==> src/rtl/reg_bank_pkg.sv <==
// Shared definitions for the register-bank read path: FSM encodings,
// default geometry and a width helper for elaboration-time checks.
package reg_bank_pkg;

  // Reader FSM: either waiting for a request or holding one beat for the consumer
  typedef enum logic {
    RB_IDLE  = 1'b0,
    RB_VALID = 1'b1
  } rb_state_t;

  // Default register width and register count of the bank
  localparam int REG_W = 8;
  localparam int NREGS = 4;

  // Number of bits needed to index 'value' distinct items (minimum 0)
  function automatic int clog2(input int value);
    int bits;
    int rem;
    bits = 0;
    rem  = value - 1;
    while (rem > 0) begin
      bits++;
      rem = rem >> 1;
    end
    return bits;
  endfunction

endpackage

==> src/rtl/reg_slice_mux.sv <==
// Combinational selector that picks one n-bit register out of the
// flattened bank bus and reports whether the index names a real register.
module reg_slice_mux #(
  parameter int n     = 8,
  parameter int NREGS = 4,
  parameter int SEL_W = 2
) (
  input  logic [NREGS*n-1:0] reg_bus,
  input  logic [SEL_W-1:0]   idx,
  output logic [n-1:0]       slice,
  output logic               in_range
);
  import reg_bank_pkg::*;

  logic [SEL_W:0] w_idxWide;

  // Widen by one bit so the range compare is never trivially constant
  assign w_idxWide = {1'b0, idx};
  assign in_range  = (w_idxWide < (SEL_W+1)'(NREGS));

  // Out-of-range indices fall through to an all-zero slice
  always_comb begin
    slice = '0;
    for (int k = 0; k < NREGS; k++) begin
      if (idx == SEL_W'(k)) begin
        slice = reg_bus[k*n +: n];
      end
    end
  end

endmodule

==> src/rtl/reg_bank_reader.sv <==
// Read port for the loadable register bank: snapshots one register or a
// run of registers and presents each value as a held beat on a valid/ack
// handshake, so the consumer never sees a value change mid-transfer.
module reg_bank_reader #(
  parameter int n     = reg_bank_pkg::REG_W,
  parameter int NREGS = reg_bank_pkg::NREGS,
  parameter int SEL_W = 2
) (
  input  logic               clk,
  input  logic               clear,
  input  logic [NREGS*n-1:0] reg_bus,
  input  logic               rd_req,
  input  logic [SEL_W-1:0]   rd_sel,
  input  logic               rd_burst,
  input  logic               rd_ack,
  output logic [n-1:0]       rd_data,
  output logic [SEL_W-1:0]   rd_idx,
  output logic               rd_valid,
  output logic               rd_last,
  output logic               rd_err,
  output logic               busy
);
  import reg_bank_pkg::*;

  localparam int MIN_SEL_W = clog2(NREGS);
  localparam logic [SEL_W-1:0] LAST_IDX = SEL_W'(NREGS - 1);

  if (SEL_W < MIN_SEL_W || NREGS < 2) begin : g_badParams
    $error("reg_bank_reader: SEL_W too narrow for NREGS, or NREGS < 2");
  end

  rb_state_t        r_state;
  rb_state_t        w_nextState;
  logic [n-1:0]     r_data;
  logic [SEL_W-1:0] r_idx;
  logic             r_last;
  logic             r_err;
  logic             r_burst;

  logic [n-1:0]     w_nextData;
  logic [SEL_W-1:0] w_nextIdx;
  logic             w_nextLast;
  logic             w_nextErr;
  logic             w_nextBurst;

  logic [SEL_W-1:0] w_muxIdx;
  logic [n-1:0]     w_slice;
  logic             w_inRange;

  // One shared selector: start index when idle, next burst index otherwise
  assign w_muxIdx = (r_state == RB_IDLE) ? rd_sel : (r_idx + SEL_W'(1));

  reg_slice_mux #(
    .n     (n),
    .NREGS (NREGS),
    .SEL_W (SEL_W)
  ) u_sliceMux (
    .reg_bus  (reg_bus),
    .idx      (w_muxIdx),
    .slice    (w_slice),
    .in_range (w_inRange)
  );

  // Next-state and next-beat selection; everything holds unless a request or ack moves it
  always_comb begin
    w_nextState = r_state;
    w_nextData  = r_data;
    w_nextIdx   = r_idx;
    w_nextLast  = r_last;
    w_nextErr   = r_err;
    w_nextBurst = r_burst;
    case (r_state)
      RB_IDLE: begin
        if (rd_req) begin
          w_nextState = RB_VALID;
          w_nextData  = w_inRange ? w_slice : '0;
          w_nextIdx   = rd_sel;
          w_nextBurst = rd_burst;
          w_nextErr   = !w_inRange;
          w_nextLast  = !rd_burst || !w_inRange || (rd_sel == LAST_IDX);
        end
      end
      RB_VALID: begin
        if (rd_ack) begin
          if (r_last) begin
            w_nextState = RB_IDLE;
          end else begin
            w_nextData = w_slice;
            w_nextIdx  = w_muxIdx;
            w_nextErr  = 1'b0;
            w_nextLast = (w_muxIdx == LAST_IDX);
          end
        end
      end
      default: begin
        w_nextState = RB_IDLE;
      end
    endcase
  end

  // State register; clear aborts any transfer immediately
  always_ff @(posedge clk or posedge clear) begin
    if (clear) begin
      r_state <= RB_IDLE;
    end else begin
      r_state <= w_nextState;
    end
  end

  // Beat snapshot registers, zeroed by clear so no partial transfer survives
  always_ff @(posedge clk or posedge clear) begin
    if (clear) begin
      r_data  <= '0;
      r_idx   <= '0;
      r_last  <= 1'b0;
      r_err   <= 1'b0;
      r_burst <= 1'b0;
    end else begin
      r_data  <= w_nextData;
      r_idx   <= w_nextIdx;
      r_last  <= w_nextLast;
      r_err   <= w_nextErr;
      r_burst <= w_nextBurst;
    end
  end

  assign rd_data  = r_data;
  assign rd_idx   = r_idx;
  assign rd_last  = r_last;
  assign rd_err   = r_err;
  assign rd_valid = (r_state == RB_VALID);
  assign busy     = (r_state != RB_IDLE);

endmodule

==> config.mk <==
export PLATFORM = sky130hd
export DESIGN_NAME = reg_bank_reader
export DESIGN_NICKNAME = d
export VERILOG_FILES = /design/src/rtl/reg_bank_pkg.sv /design/src/rtl/reg_slice_mux.sv /design/src/rtl/reg_bank_reader.sv
export SDC_FILE = /design/constraint.sdc
export NUM_CORES = 1
export LEC_CHECK = 0
export ABC_AREA = 1
export ABC_CLOCK_PERIOD_IN_PS = 2000
export CAP_MARGIN = 30
export CORE_MARGIN = 2
export CORE_UTILIZATION = 36
export CTS_BUF_LIST = sky130_fd_sc_hd__clkbuf_16
export DETAILED_ROUTE_END_ITERATION = 12
export DONT_BUFFER_PORTS = 1
export GPL_ROUTABILITY_DRIVEN = 0
export HOLD_SLACK_MARGIN = 0.1
export PLACE_DENSITY = 0.56
export SETUP_SLACK_MARGIN = 0.3
export SYNTH_ARGS = -nofsm -noshare
export SYNTH_HDL_FRONTEND = slang
export SYNTH_SLANG_ARGS = --single-unit
==> constraint.sdc <==
create_clock -name clk -period 2 [get_ports clk]
set_clock_uncertainty 0.1 [all_clocks]
set_input_delay 0.4 -clock clk [delete_from_list [all_inputs] [get_ports clk]]
set_output_delay 0.4 -clock clk [all_outputs]
set_load 0.1 [all_outputs]
==> run metrics <==
run status=completed; Slew Limit Fails=0; RSZ-0062 raised after global routing=yes; initial antenna violation count=0; most common cell after layout, fill and taps aside=nand2_1; worst skew pair latency=0.25 ns; Final Cell Area=0.00115 mm^2; share of layout cells above drive strength 1=28.7%; n_diodes=0; Post-Synthesis Cell Area=about 910 um^2; fin util=47.2%; Sink Count=12; Hold Path Stages=1; Reg clk slew, reported paths=~0.05 ns; Rows=18; initial core utilization=37.5%; crit path max-delay cell type=dfrtp_4; IO Pins=between 50 and 60; clk buf depth=2; total vias in the final route=between 900 and 1000; cell count along the critical path=1; critical path's largest stage delay=approximately 0.52 ns; DRC=0; crit path cell chain=buf_6; syn_nets=about 170; Die H=54.3 um; Reg2Reg Depth=6; DRT Pass-1 Iters=4; Yosys cell types=24; Cell Area, Placed=0.00102 mm^2; DRT iter0 DRCs=17; Avg Synthesized Cell Area=7.13 um^2; Routed WL per cell=around 16 um; CP max FO=11; grt ovf=0; CTS H-tree lvls=1; Port Buffers=0; fin crit period=~1.7 ns; Critical Path Start Type=flop; cell count after synthesis=about 130; worst path required time=about 1.5 ns; Relative slew margins=between 60% and 70%; nets@finish=about 180; Critical Path AT=between 1 and 1.5 ns; first-pass GRT wire length=between 3 and 4 mm; DRT antenna net count=0; final setup TNS=0 ns; YS warnings=0; type of the tightest min-delay check=primary input to flop; final-report setup violation count=0; Synth Register Bits=12; Final Cycle Share=about 83%; All-Layer GR Usage=between 10% and 20%; Core Box Area=0.00243 mm^2; total wire length=roughly 2.7 mm; cell count after placement=about 170; worst path buffer plus inverter count=1; Hold Vio Cnt, Final=0; cell taking the most area after synthesis=dfrtp_1; CTS Buf Count=3; commonest non-fill, non-tap cells in the layout=nand2_1 (32), nand4_1 (20), buf_4 (16); total die area=0.00295 mm^2; Seq/Total Area, Yosys=32.9%; vias per inst=~5.3; vias in the first global route=around 830; largest cells by area after synthesis=dfrtp_1 (33%), nand4_1 (14%), nand2_1 (14%), nand3_1 (7.1%), inv_1 (4.5%); delay-heaviest family, CP=flip-flops; root buffer cell=clkbuf_16; area share of the largest cell type after synthesis=32.9%; max_cap viols=0; detailed placer's ending HPWL=slightly above 2 mm; largest net degree at the start of global routing=16; CTS tree=yes; fmax=0.605 GHz; die width=54.3 um; crit path capture type=output port; Worst Tran Pin Value=0.512 ns; final cell count without fillers=173; Crit Path Category=flop to output port; Syn-to-layout area delta=25.8%
[cells in the mapped netlist (all sizes together)]
cell / instances
nand2: 38
nand4: 20
inv: 15
nand3: 14
o21ai: 13
dfrtp: 12
buf: 7
a21oi: 3
or2: 2
a31oi: 1
clkinv: 1
conb: 1
nor2: 1
[logic make-up after synthesis]
| logic type | after synthesis | synth area share, % |
|---|---|---|
| other | 1 | 0.411 |
| and+or+nand+nor | 75 | 41.8 |
| AOI/OAI and AO/OA | 17 | 11.9 |
| DFF | 12 | 32.9 |
| buffers and inverters | 23 | 12.9 |
[layout make-up]
class                      instances  area (um^2)
fill                             240         1280
multi-input combinational         93          514
sequential                        12          313
timing repair buffer              18          141
clock buffer                       3         75.1
inverter                          16         62.6
tap                               30         37.5
clock inverter                     1         3.75
[metrics by stage]
step	worst slack, ns	hold WS (ns)
after global placement	0.421	0.255
after CTS	0.341	0.154
after floorplan	0.280	0.165
after global routing	0.297	0.167
after detailed placement	0.365	0.250
final	0.348	0.155
[worst reg2reg max path: cells and delay by family (launching register included)]
family	cells	cell delay, ns
AND/OR/NAND/NOR	4	0.45
buffers and inverters	1	0.11
AO/OA/AOI/OAI	1	0.27
flip-flops	1	0.56
[final timing paths]
kind | startpoint | to | slack (ns)
hold / removal | rd_ack | busy | 0.16
setup reg to reg | busy | rd_data[0] | 0.38
min in group asynchronous | clear | rd_idx[1] | 0.52
hold reg to reg | rd_data[1] | rd_data[1] | 0.39
max in group asynchronous | clear | busy | 0.89
setup / recovery | busy | rd_valid | 0.35
[state kept, by name, indices dropped and copies added, names as in the netlist]
register and cells:
rd_data 8, rd_idx 2, busy 1, rd_last 1
[routing by layer]
metal  wire [um]  vias to the layer above  share of wire, %  track usage, %
li1            -                      465                 -               -
met5           0                        -                 0               0
met1        1120                      416                41            22.3
met2        1330                       35                49            28.9
met3         213                        5               7.9            5.46
met4          41                        0               1.5            8.75
[repair_timing]
item / in CTS / in global routing
setup endpoints to repair: 2 / 7
cloned: 0 / 0
gates resized for setup: 1 / 2
setup buffers: 0 / 3
hold buffers: 1 / 0
pin swaps: 0 / 1
endpoints found under the hold margin: 12 / 0
Power is not shown: default switching activity piles up to over one toggle a cycle in this logic, so the estimate is an artifact.
